File: src/rtl/morse_word_tx.sv
// Keys one latched word of Morse slots onto a single registered output; busy covers every phase, done pulses once at the end.
// First phase is active one cycle after start; each phase lasts its length in ce ticks; start is ignored while busy.
module morse_word_tx #(
  parameter int MAX_CHARS   = 8,
  parameter int SYM_MAX     = 6,
  parameter int LEN_W       = 3,
  parameter int SLOT_W      = LEN_W + SYM_MAX,
  parameter int PULSE_CNT_W = 16
) (
  input  logic                          clk,
  input  logic                          rst_n,
  input  logic                          ce,
  input  logic [PULSE_CNT_W-1:0]        dit_time,
  input  logic [PULSE_CNT_W-1:0]        dah_time,
  input  logic [PULSE_CNT_W-1:0]        word_time,
  input  logic [SLOT_W*MAX_CHARS-1:0]   word,
  input  logic                          end_word,
  input  logic                          start,
  output logic                          signal,
  output logic                          busy,
  output logic                          done
);

  localparam int IDX_W = (MAX_CHARS > 1) ? $clog2(MAX_CHARS) : 1;
  localparam logic [LEN_W-1:0] SYM_MAX_L = LEN_W'(SYM_MAX);
  localparam logic [IDX_W-1:0] LAST_SLOT = IDX_W'(MAX_CHARS - 1);
  localparam logic [PULSE_CNT_W-1:0] ONE = PULSE_CNT_W'(1);

  typedef enum logic [1:0] {S_IDLE, S_MARK, S_GAP, S_DONE} state_t;

  function automatic logic [LEN_W-1:0] f_len(input logic [SLOT_W*MAX_CHARS-1:0] w, input int k);
    logic [LEN_W-1:0] l;
    l = w[k*SLOT_W+SYM_MAX +: LEN_W];
    return (l > SYM_MAX_L) ? SYM_MAX_L : l;
  endfunction

  function automatic logic [SYM_MAX-1:0] f_pat(input logic [SLOT_W*MAX_CHARS-1:0] w, input int k);
    return w[k*SLOT_W +: SYM_MAX];
  endfunction

  function automatic logic f_bit(input logic [SYM_MAX-1:0] pat, input logic [LEN_W-1:0] idx);
    logic [SYM_MAX-1:0] t;
    t = pat >> idx;
    return t[0];
  endfunction

  function automatic logic [PULSE_CNT_W-1:0] f_ld(input logic [PULSE_CNT_W-1:0] x);
    return (x == '0) ? ONE : x;
  endfunction

  state_t                        r_state;
  logic [SLOT_W*MAX_CHARS-1:0]   r_word;
  logic                          r_end_word;
  logic [PULSE_CNT_W-1:0]        r_dit, r_dah, r_wt, r_cnt;
  logic [IDX_W-1:0]              r_slot;
  logic [LEN_W-1:0]              r_sym;
  logic                          r_lead;
  logic                          r_signal, r_busy, r_done;

  logic [LEN_W-1:0]       w_cur_len, w_nxt_len, w_sym_nxt, w_in_len0;
  logic [SYM_MAX-1:0]     w_cur_pat, w_nxt_pat, w_in_pat0;
  logic [IDX_W-1:0]       w_nxt_slot;
  logic                   w_last_slot, w_more_syms, w_more_chars;
  logic [PULSE_CNT_W-1:0] w_gap_len;

  assign w_last_slot  = (r_slot == LAST_SLOT);
  assign w_nxt_slot   = w_last_slot ? r_slot : r_slot + 1'b1;
  assign w_cur_len    = f_len(r_word, int'(r_slot));
  assign w_cur_pat    = f_pat(r_word, int'(r_slot));
  assign w_nxt_len    = f_len(r_word, int'(w_nxt_slot));
  assign w_nxt_pat    = f_pat(r_word, int'(w_nxt_slot));
  assign w_in_len0    = f_len(word, 0);
  assign w_in_pat0    = f_pat(word, 0);
  assign w_sym_nxt    = r_sym + 1'b1;
  assign w_more_syms  = (w_sym_nxt < w_cur_len);
  // An empty current slot terminates the word, whatever follows it.
  assign w_more_chars = (w_cur_len != '0) && !w_last_slot && (w_nxt_len != '0);
  assign w_gap_len    = w_more_syms  ? r_dit :
                        w_more_chars ? r_dah :
                        r_end_word   ? r_wt  : r_dah;

  always_ff @(posedge clk or negedge rst_n) begin
    if (!rst_n) begin
      r_state    <= S_IDLE;
      r_word     <= '0;
      r_end_word <= 1'b0;
      r_dit      <= '0;
      r_dah      <= '0;
      r_wt       <= '0;
      r_cnt      <= '0;
      r_slot     <= '0;
      r_sym      <= '0;
      r_lead     <= 1'b0;
      r_signal   <= 1'b0;
      r_busy     <= 1'b0;
      r_done     <= 1'b0;
    end else begin
      case (r_state)
        S_IDLE, S_DONE: begin
          r_done <= 1'b0;
          if (start) begin
            r_word     <= word;
            r_end_word <= end_word;
            r_dit      <= dit_time;
            r_dah      <= dah_time;
            r_wt       <= word_time;
            r_busy     <= 1'b1;
            r_slot     <= '0;
            r_sym      <= '0;
            if (w_in_len0 != '0) begin
              r_state  <= S_MARK;
              r_signal <= 1'b1;
              r_cnt    <= f_ld(w_in_pat0[0] ? dah_time : dit_time);
              r_lead   <= 1'b0;
            end else begin
              // Empty word: one lead-in tick, then the optional word gap.
              r_state  <= S_GAP;
              r_signal <= 1'b0;
              r_cnt    <= ONE;
              r_lead   <= 1'b1;
            end
          end else begin
            r_state <= S_IDLE;
          end
        end
        S_MARK: begin
          if (ce) begin
            if (r_cnt == ONE) begin
              r_state  <= S_GAP;
              r_signal <= 1'b0;
              r_cnt    <= f_ld(w_gap_len);
            end else begin
              r_cnt <= r_cnt - 1'b1;
            end
          end
        end
        S_GAP: begin
          if (ce) begin
            if (r_cnt != ONE) begin
              r_cnt <= r_cnt - 1'b1;
            end else if (r_lead && r_end_word) begin
              r_lead <= 1'b0;
              r_cnt  <= f_ld(r_wt);
            end else if (w_more_syms) begin
              r_sym    <= w_sym_nxt;
              r_state  <= S_MARK;
              r_signal <= 1'b1;
              r_cnt    <= f_ld(f_bit(w_cur_pat, w_sym_nxt) ? r_dah : r_dit);
            end else if (w_more_chars) begin
              r_slot   <= w_nxt_slot;
              r_sym    <= '0;
              r_state  <= S_MARK;
              r_signal <= 1'b1;
              r_cnt    <= f_ld(w_nxt_pat[0] ? r_dah : r_dit);
            end else begin
              r_lead  <= 1'b0;
              r_state <= S_DONE;
              r_busy  <= 1'b0;
              r_done  <= 1'b1;
              r_cnt   <= '0;
            end
          end
        end
        default: r_state <= S_IDLE;
      endcase
    end
  end

  assign signal = r_signal;
  assign busy   = r_busy;
  assign done   = r_done;

endmodule

File: config.mk
export PLATFORM = sky130hd
export DESIGN_NAME = morse_word_tx
export DESIGN_NICKNAME = d
export VERILOG_FILES = /design/src/rtl/morse_word_tx.sv
export SDC_FILE = /design/constraint.sdc
export NUM_CORES = 1
export LEC_CHECK = 0
export BUFFER_PORTS_ARGS = -buffer_cell sky130_fd_sc_hd__buf_2
export CORE_ASPECT_RATIO = 0.5
export CORE_MARGIN = 3
export CORE_UTILIZATION = 55
export DETAILED_ROUTE_END_ITERATION = 8
export PLACE_DENSITY = 0.76
export SETUP_SLACK_MARGIN = 0.05
export SLEW_MARGIN = 20
export SYNTH_ARGS = -nofsm -noshare
export SYNTH_HDL_FRONTEND = slang
export SYNTH_SLANG_ARGS = --single-unit
File: constraint.sdc
create_clock -name clk -period 5.41 [get_ports clk]
set_input_delay 0 -clock clk [delete_from_list [all_inputs] [get_ports clk]]
set_output_delay 0 -clock clk [all_outputs]
set_load 0.005 [all_outputs]
==> metrics.md, run 1 <==
| Metric | Value |
|---|---|
| Final Hold Viols | 0 |
| Sort of element at the end of the critical path | flip-flop |
| Main flop type after synthesis | dfrtp_1 |
| Synth Cell Area | 12200 µm² |
| Final layout net count | 1612 |
| Initial antenna violation count | 0 |
| Area of the die | 24100 µm² |
| Register clock-pin slew on the reported worst setup and hold paths | 0.07 ns |
| Cell at the root of the clock tree | clkbuf_16 |
| WL/cell | 26.5 µm |
| Number of fill cells | 1556 |
| Y dimension of the die | 111 µm |
| Max Root-Sink Buffers | 2 |
| Detailed placer's ending HPWL | 31500 µm |
| Worst Tran Pin Value | 1.11 ns |
| Global-route wire length before repair | 73100 µm |
| Share of the clock period used by the worst path | 0.968 |
| Power spent charging and discharging nets | 4.75 mW |
| Core area | 21200 µm² |
| Number of buffers created by CTS | 17 |
| Switching share of total power | 0.492 |
| # setup viols final | 0 |
| Number of synthesis warnings | 0 |
| Internal power | 4.92 mW |
| Final slew viol count | 0 |
| Fraction of final layout cells with drive strength greater than 1 | 0.278 |
| Endpoint arrival time on the critical path | 5.58 ns |
| Area added between synthesis and finish | 22.9% |
| CTS tree | done |
| Share of synthesized flip-flops with an asynchronous set or reset | 1.00 |
| Unrepaired setup endpoints after global routing | false |
| Largest net degree at the start of global routing | 100 |
| Post-synthesis area per instance | 9.66 µm² |
| X dimension of the die | 217 µm |
| Later-pin clock latency in the skew report | 0.46 ns |
| Clock Sinks | 149 |
| Final global-route overflow total | 0 |
| Proportion of power drawn by the clock network | 0.131 |
| Detailed-router iteration count before antenna repair | 8 |
| Detailed-route wire length | 47100 µm |
| Number of antenna-violating nets in the routed design | 0 |
| Vias in the first global route | 12.5k |
| Mapped Cells | 1262 |
| Final clock skew | 0.0159 ns |
| Fraction of power consumed by sequential logic | 0.300 |
| Total placed cells including tap cells | 1622 |
| Critical path startpoint category | flip-flop |
| DR iter-0 viols | 1814 |
| Power, Total | 9.67 mW |
| Final RePlAce weighted congestion | 0.982 |
| Number of H-tree levels | 4 |
| Number of enable-type register cells in the synthesized netlist | 0 |
| Fmax | 0.191 GHz |
| Maximum ir drop on the vdd rail | 0.481 mV |
| Power density over the cells | 645 nW/µm² |
| Vias per inst | 7.04 |
| Final period demand of the worst path | 5.24 ns |
| Crit path max fanout | 34 |
| Detailed-route DRC error count | 0 |
| Fin cells | 1776 |
| Total nets after synthesis | 1401 |
| Headroom to the max-slew limit | 0.261 |
| Max-capacitance violation count | 0 |
| Run status | complete, no violations |
| Overall fraction of global-route tracks in use | 0.393 |
| Starting Density | 0.576 |
| Required time of the critical path | 5.75 ns |
| I/O Buffers | 127 |
| Vias after detailed routing | 12.5k |
| Number of stages on the worst hold path | 4 |
| Site row count | 37 |
| Number of top-level design ports | 128 |
| Hold Crit Class | primary input to flip-flop |
| Lkg Pwr | 6.06 nW |
| Critical path type | flip-flop to flip-flop |
| Number of synthesized register bits | 149 |
| Netlist cell types | 77 |
| Sequential-to-total area share from yosys stat | 0.306 |
| Combinational cell fraction of total power | 0.569 |
| Cell count of the worst reg-to-reg path | 17 |
==> registers in the layout (all words and copies together) (netlist names), 2 cells and up <==
register / flops
r_cnt: 16
r_dah: 16
r_dit: 16
r_slot: 3
r_state: 2
r_sym: 3
r_word: 72
r_wt: 16
==> final cells by class <==
type                       instances  area, µm²  area share
timing repair buffer             296       2250       0.150
multi-input combinational        986       7950       0.530
clock inverter                    10        150      0.0100
inverter                          23       86.3     0.00576
clock buffer                      19        443      0.0296
antenna                            1       2.50    0.000167
sequential                       149       3730       0.249
tap                              292        365      0.0244
==> Yosys cell counts (4+ instances only) <==
master       n  area, µm²
o21ai_0     59        295
a22o_1       5       43.8
a32oi_1      6       52.6
nor4_1      31        194
ha_1        14        175
a21oi_1     41        205
inv_1       21       78.8
o22ai_1     18        113
mux2i_1    104       1040
xnor2_1      7       61.3
a221o_1      9       90.1
and3_1       9       56.3
nor2_1      58        218
a211oi_1     7       52.6
a22oi_1      9       67.6
or3_1        5       31.3
nand2b_1    10       62.6
buf_4       11       82.6
a2111oi_0    7       61.3
o21ai_1     13       65.1
o21a_1       4       30.0
mux2_2     140       1580
nor2b_1     13       81.3
buf_2       20        100
clkbuf_1    56        210
and2_1      11       68.8
nand3_1     26        130
a21o_1       6       45.0
o211ai_1    33        248
nor3_1      24        120
buf_1       14       52.6
nand4_1     24        150
a221oi_1    20        175
dfrtp_1    149       3730
o31ai_1     11       82.6
or2_2        7       43.8
a31oi_1     16        100
xor2_1       5       43.8
nand2_1    116        435
or4_1        4       30.0
mux4_2      47       1060
o221ai_1    11       96.3
==> per-stage QoR <==
| stage | area [µm²] | utilization | hold slack, ns | setup TNS, ns | setup WS (ns) |
|---|---|---|---|---|---|
| detailed placement | 13100 | 0.620 | 0.166 | -0.0469 | -0.0469 |
| floorplan | 12200 | - | -0.296 | 0 | 0.0542 |
| global route | 15000 | 0.708 | 0.113 | 0 | 0.0810 |
| CTS | 14900 | 0.706 | 0.0386 | 0 | 0.0955 |
| finish | 15000 | 0.708 | 0.0508 | 0 | 0.173 |
| global placement | 13100 | 0.620 | 0.137 | 0 | 0.112 |
==> repair_timing <==
item,in CTS,in global routing
hold buffers,123,0
resized for setup,1,5
pin swaps,0,1
endpoints found under the setup margin,3,14
setup buffers,0,1
hold endpoints to repair,223,0
==> logic make-up (layout without fill, tap and decap cells) <==
kind of cell / after synthesis / after routing / synth area share
AND/OR/NAND/NOR: 355 / 355 / 0.144
AO/OA/AOI/OAI: 313 / 313 / 0.179
multiplexers: 292 / 292 / 0.302
flip-flops: 149 / 149 / 0.306
buffers and inverters: 127 / 348 / 0.0464
adder cells (fa/ha/maj): 14 / 14 / 0.0144
XOR/XNOR: 12 / 12 / 0.00862
other: 0 / 1 / 0
==> power groups by stage <==
stage	Sequential [mW]	Combinational, mW	Clock [mW]
after floorplan	2.16	4.01	0
after global placement	2.78	5.10	0
after detailed placement	2.78	5.18	0
after CTS	2.77	5.29	1.26
after global routing	2.90	5.91	1.32
final	2.90	5.50	1.26
==> path summary, 6_finish.rpt <==
check	to	from	slack, ns
setup / recovery	r_cnt[7]	r_slot[1]	0.17
hold / removal	r_state[0]	start	0.05
setup reg to reg	r_cnt[7]	r_slot[1]	0.17
hold reg to reg	signal	signal	0.49
max in group asynchronous	r_cnt[2]	rst_n	3.95
min in group asynchronous	r_wt[11]	rst_n	0.21
==> critical path, stage by stage, from the launching register on <==
cell and delay [ns]:
dfrtp_4 0.49, ha_1 0.21, ha_1 0.21, buf_4 0.26, xor2_2 0.15, buf_4 0.20, buf_4 0.28, mux4_2 0.54
a2111oi_0 0.54, o21ai_0 0.19, a31oi_1 0.23, a31oi_1 0.20, o211ai_4 0.23, nor3_1 0.15, a21o_1 0.31, a221o_1 0.38
a22o_1 0.23, a221o_1 0.30
==> layer usage <==
| metal | GRT usage | vias up | routed length, µm |
|---|---|---|---|
| li1 | - | 5314 | - |
| met1 | 0.516 | 6100 | 17900 |
| met2 | 0.613 | 907 | 21300 |
| met3 | 0.112 | 183 | 5750 |
| met4 | 0.166 | 0 | 2170 |
| met5 | 0 | - | 0 |
==> cells in the final DEF (no fill, tap or decap), drive strengths merged, types with 31 or more instances in the layout <==
master	count
buf	173
mux2	141
dfrtp	149
o21ai	72
nand2	116
o211ai	34
nor4	31
dlygate4sd3	123
nor2	58
mux4	47
a21oi	41
mux2i	104
(Power assumes the default switching activity.)
==> run 2: changes to the inputs <==
--- a/config.mk
+++ b/config.mk
@@ -5,12 +5,13 @@
 export SDC_FILE = /design/constraint.sdc
 export NUM_CORES = 1
 export LEC_CHECK = 0
+export ABC_AREA = 1
 export BUFFER_PORTS_ARGS = -buffer_cell sky130_fd_sc_hd__buf_2
 export CORE_ASPECT_RATIO = 0.5
 export CORE_MARGIN = 3
 export CORE_UTILIZATION = 55
 export DETAILED_ROUTE_END_ITERATION = 8
-export PLACE_DENSITY = 0.76
+export PLACE_DENSITY = 0.78
 export SETUP_SLACK_MARGIN = 0.05
 export SLEW_MARGIN = 20
 export SYNTH_ARGS = -nofsm -noshare
==> run 2 against run 1 <==
Net effect:
- cell area increased by 1.5%
- via count up 25%
- sequential share of layout area fell by 0.38 points
- count of clock-buffer cells in the layout shrank 1
- critical path depth is 7 higher
- critical endpoint is now r_cnt[3]
==> metrics.md, run 2 <==
| Metric | Value |
|---|---|
| Run status | complete, no violations |
| Cell at the root of the clock tree | clkbuf_16 |
| Later-pin clock latency in the skew report | 0.45 ns |
| Final RePlAce weighted congestion | 1.00 |
| Worst reg2reg startpoint | r_slot[1] |
| Detailed placer's ending HPWL | 35300 µm |
| Max-capacitance violation count | 0 |
| Detailed-route wire length | 50700 µm |
| Number of synthesized register bits | 149 |
| Area share of the largest cell type after synthesis | 0.292 |
| Share of synthesized flip-flops with an asynchronous set or reset | 1.00 |
| Synth Cell Area | 12800 µm² |
| Capture point of the worst reg-to-reg path | r_cnt[3] |
| Cell count of the worst reg-to-reg path | 24 |
| Number of synthesis warnings | 0 |
| Site row count | 38 |
| Y dimension of the die | 114 µm |
| Final slew viol count | 0 |
| CTS tree | done |
| X dimension of the die | 222 µm |
| Most frequent standard cell in the layout excluding fill and tap cells | nand2_1 |
| Starting Density | 0.575 |
| Unrepaired setup endpoints after global routing | false |
| Sort of element at the end of the critical path | flip-flop |
| Final period demand of the worst path | 4.96 ns |
| Critical path startpoint category | flip-flop |
| WL/cell | 19.3 µm |
| Number of buffers created by CTS | 17 |
| Global-route wire length before repair | 81100 µm |
| Share of the clock period used by the worst path | 0.916 |
| Number of top-level design ports | 128 |
| Critical path type | flip-flop to flip-flop |
| Vias per inst | 5.97 |
| Vias in the first global route | 14.7k |
| Worst setup slack for register-to-register paths | 0.45 ns |
| Detailed-router iteration count before antenna repair | 7 |
| Fraction of final layout cells with drive strength greater than 1 | 0.0956 |
| Endpoint arrival time on the critical path | 5.30 ns |
| # setup viols final | 0 |
| Largest net degree at the start of global routing | 107 |
| Area added between synthesis and finish | 18.9% |
| Total nets after synthesis | 2279 |
| Hold Crit Class | primary input to flip-flop |
| Final layout net count | 2451 |
| Number of stages on the worst hold path | 3 |
| Post-synthesis area per instance | 5.97 µm² |
| Required time of the critical path | 5.76 ns |
| Most frequent cells in the layout | nand2_1 (837), nand3_1 (289), o21ai_0 (228), inv_1 (175), dfrtp_1 (147) |
| Cell with the most instances after synthesis | nand2_1 |
| Crit path max fanout | 23 |
| Min-Delay Startpoint | start |
| DR iter-0 viols | 2248 |
| Final Hold Viols | 0 |
| Number of setup buffers added after CTS | 0 |
| Worst Tran Pin Value | 0.911 ns |
| Fmax | 0.202 GHz |
| Main flop type after synthesis | dfrtp_1 |
| Final global-route overflow total | 0 |
| Netlist cell types | 41 |
| Top post-synthesis cells by area | dfrtp_1 (29%), nand2_1 (25%), nand3_1 (11%) |
| Sequential-to-total area share from yosys stat | 0.292 |
| Most frequent cells after synthesis | nand2_1 (839), nand3_1 (289), o21ai_0 (228) |
| I/O Buffers | 127 |
| Number of antenna-violating nets in the routed design | 0 |
| Headroom to the max-slew limit | 0.393 |
| Vias after detailed routing | 15.7k |
| Largest area contributor in the synthesized netlist | dfrtp_1 |
| Clock Sinks | 149 |
| Mapped Cells | 2140 |
| Area of the die | 25200 µm² |
| Final clock skew | 0.00789 ns |
| TNS Setup | 0 ns |
| Max Root-Sink Buffers | 2 |
| Core area | 22300 µm² |
| Number of flip-flops under the largest register name | 72 |
| Number of enable-type register cells in the synthesized netlist | 0 |
| Reg with most FFs | r_word |
| Worst min-delay path endpoint | r_state[0] |
| Detailed-route DRC error count | 0 |
| Number of H-tree levels | 4 |
| Overall fraction of global-route tracks in use | 0.407 |
| Initial antenna violation count | 1 |
| Register clock-pin slew on the reported worst setup and hold paths | 0.06 ns |
run 2: cell count changes after synthesis, moves of 17 or more:
| cell | delta |
|---|---|
| a221oi_1 | -20 |
| buf_2 | +18 |
| inv_1 | +157 |
| mux2_2 | -140 |
| mux2i_1 | -104 |
| mux4_2 | -47 |
| nand2_1 | +723 |
| nand3_1 | +263 |
| nor2_1 | +40 |
| nor3_1 | -17 |
| nor4_1 | -18 |
| o21ai_0 | +169 |
run 2: area by class of cell:
cell class	count	area [µm²]
multi-input combinational	1677	7680
fill	1976	7050
sequential	149	3730
timing repair buffer	278	2100
inverter	189	722
clock buffer	18	439
tap	300	375
clock inverter	11	153
antenna	1	2.50
run 2: worst max path at each step:
stage                         start       end  slack (ns)
after global placement    r_slot[0]  r_cnt[3]        0.58
after floorplan           r_slot[1]  r_cnt[7]        1.27
after global routing      r_slot[1]  r_cnt[0]        0.09
after CTS                 r_slot[0]  r_cnt[3]        0.39
final                     r_slot[1]  r_cnt[3]        0.45
after detailed placement  r_slot[0]  r_cnt[3]        0.41
run 2: repair_timing:
| action | 4_1_cts | 5_1_grt |
|---|---|---|
| setup endpoints to repair | 0 | 14 |
| endpoints found under the hold margin | 215 | 0 |
| hold buffers | 121 | 0 |
| gates resized for setup | 0 | 4 |
run 2: logic make-up (layout without fill, tap and decap cells):
kind of cell,Yosys count,after routing,share of synthesized area
simple gates,1294,1295,0.425
compound gates,361,361,0.155
buf+inv,315,496,0.110
flops,149,149,0.292
fa+ha+maj,14,14,0.0137
xor+xnor,7,7,0.00480
other cells,0,1,0
run 2: critical path: stages, from the launching register on:
cell and delay, ns:
dfrtp_2 0.47, buf_4 0.24, inv_2 0.34, ha_1 0.32
xnor2_1 0.10, inv_1 0.44, nand3_1 0.26, nand3_1 0.15
nand3_1 0.08, nand3_1 0.09, nand2_1 0.13, nor2_1 0.12
nand2_1 0.45, nand3_4 0.42, clkinvlp_4 0.30, nand2_1 0.12
nand2_1 0.06, nand2_1 0.12, nor2_1 0.04, o21ai_0 0.16
o211ai_1 0.11, o211ai_1 0.11, nand2_1 0.07, nand2_1 0.06
nand2_1 0.05
run 2: stage by stage:
stage / hold WS, ns / area [µm²] / util / instances / setup WS [ns]
6_report: 0.0459 / 15200 / 0.683 / 2623 / 0.454
5_1_grt: 0.0477 / 15200 / 0.683 / 2623 / 0.0940
4_1_cts: 0.0303 / 15200 / 0.682 / 2621 / 0.385
3_5_place_dp: 0.153 / 13400 / 0.601 / 2471 / 0.413
3_3_place_gp: 0.150 / 13400 / 0.601 / 2471 / 0.575
2_1_floorplan: -0.296 / 12800 / - / 2140 / 1.27
run 2: metal layers:
metal / wire length (µm) / share of wire / global-route usage
met5: 0 / 0 / 0
met4: 2580 / 0.051 / 0.175
met3: 5540 / 0.11 / 0.0951
met2: 22300 / 0.44 / 0.654
met1: 20300 / 0.40 / 0.533
Power of run 2 is not shown: default switching activity piles up to over one toggle a cycle in this logic, so the estimate is an artifact.
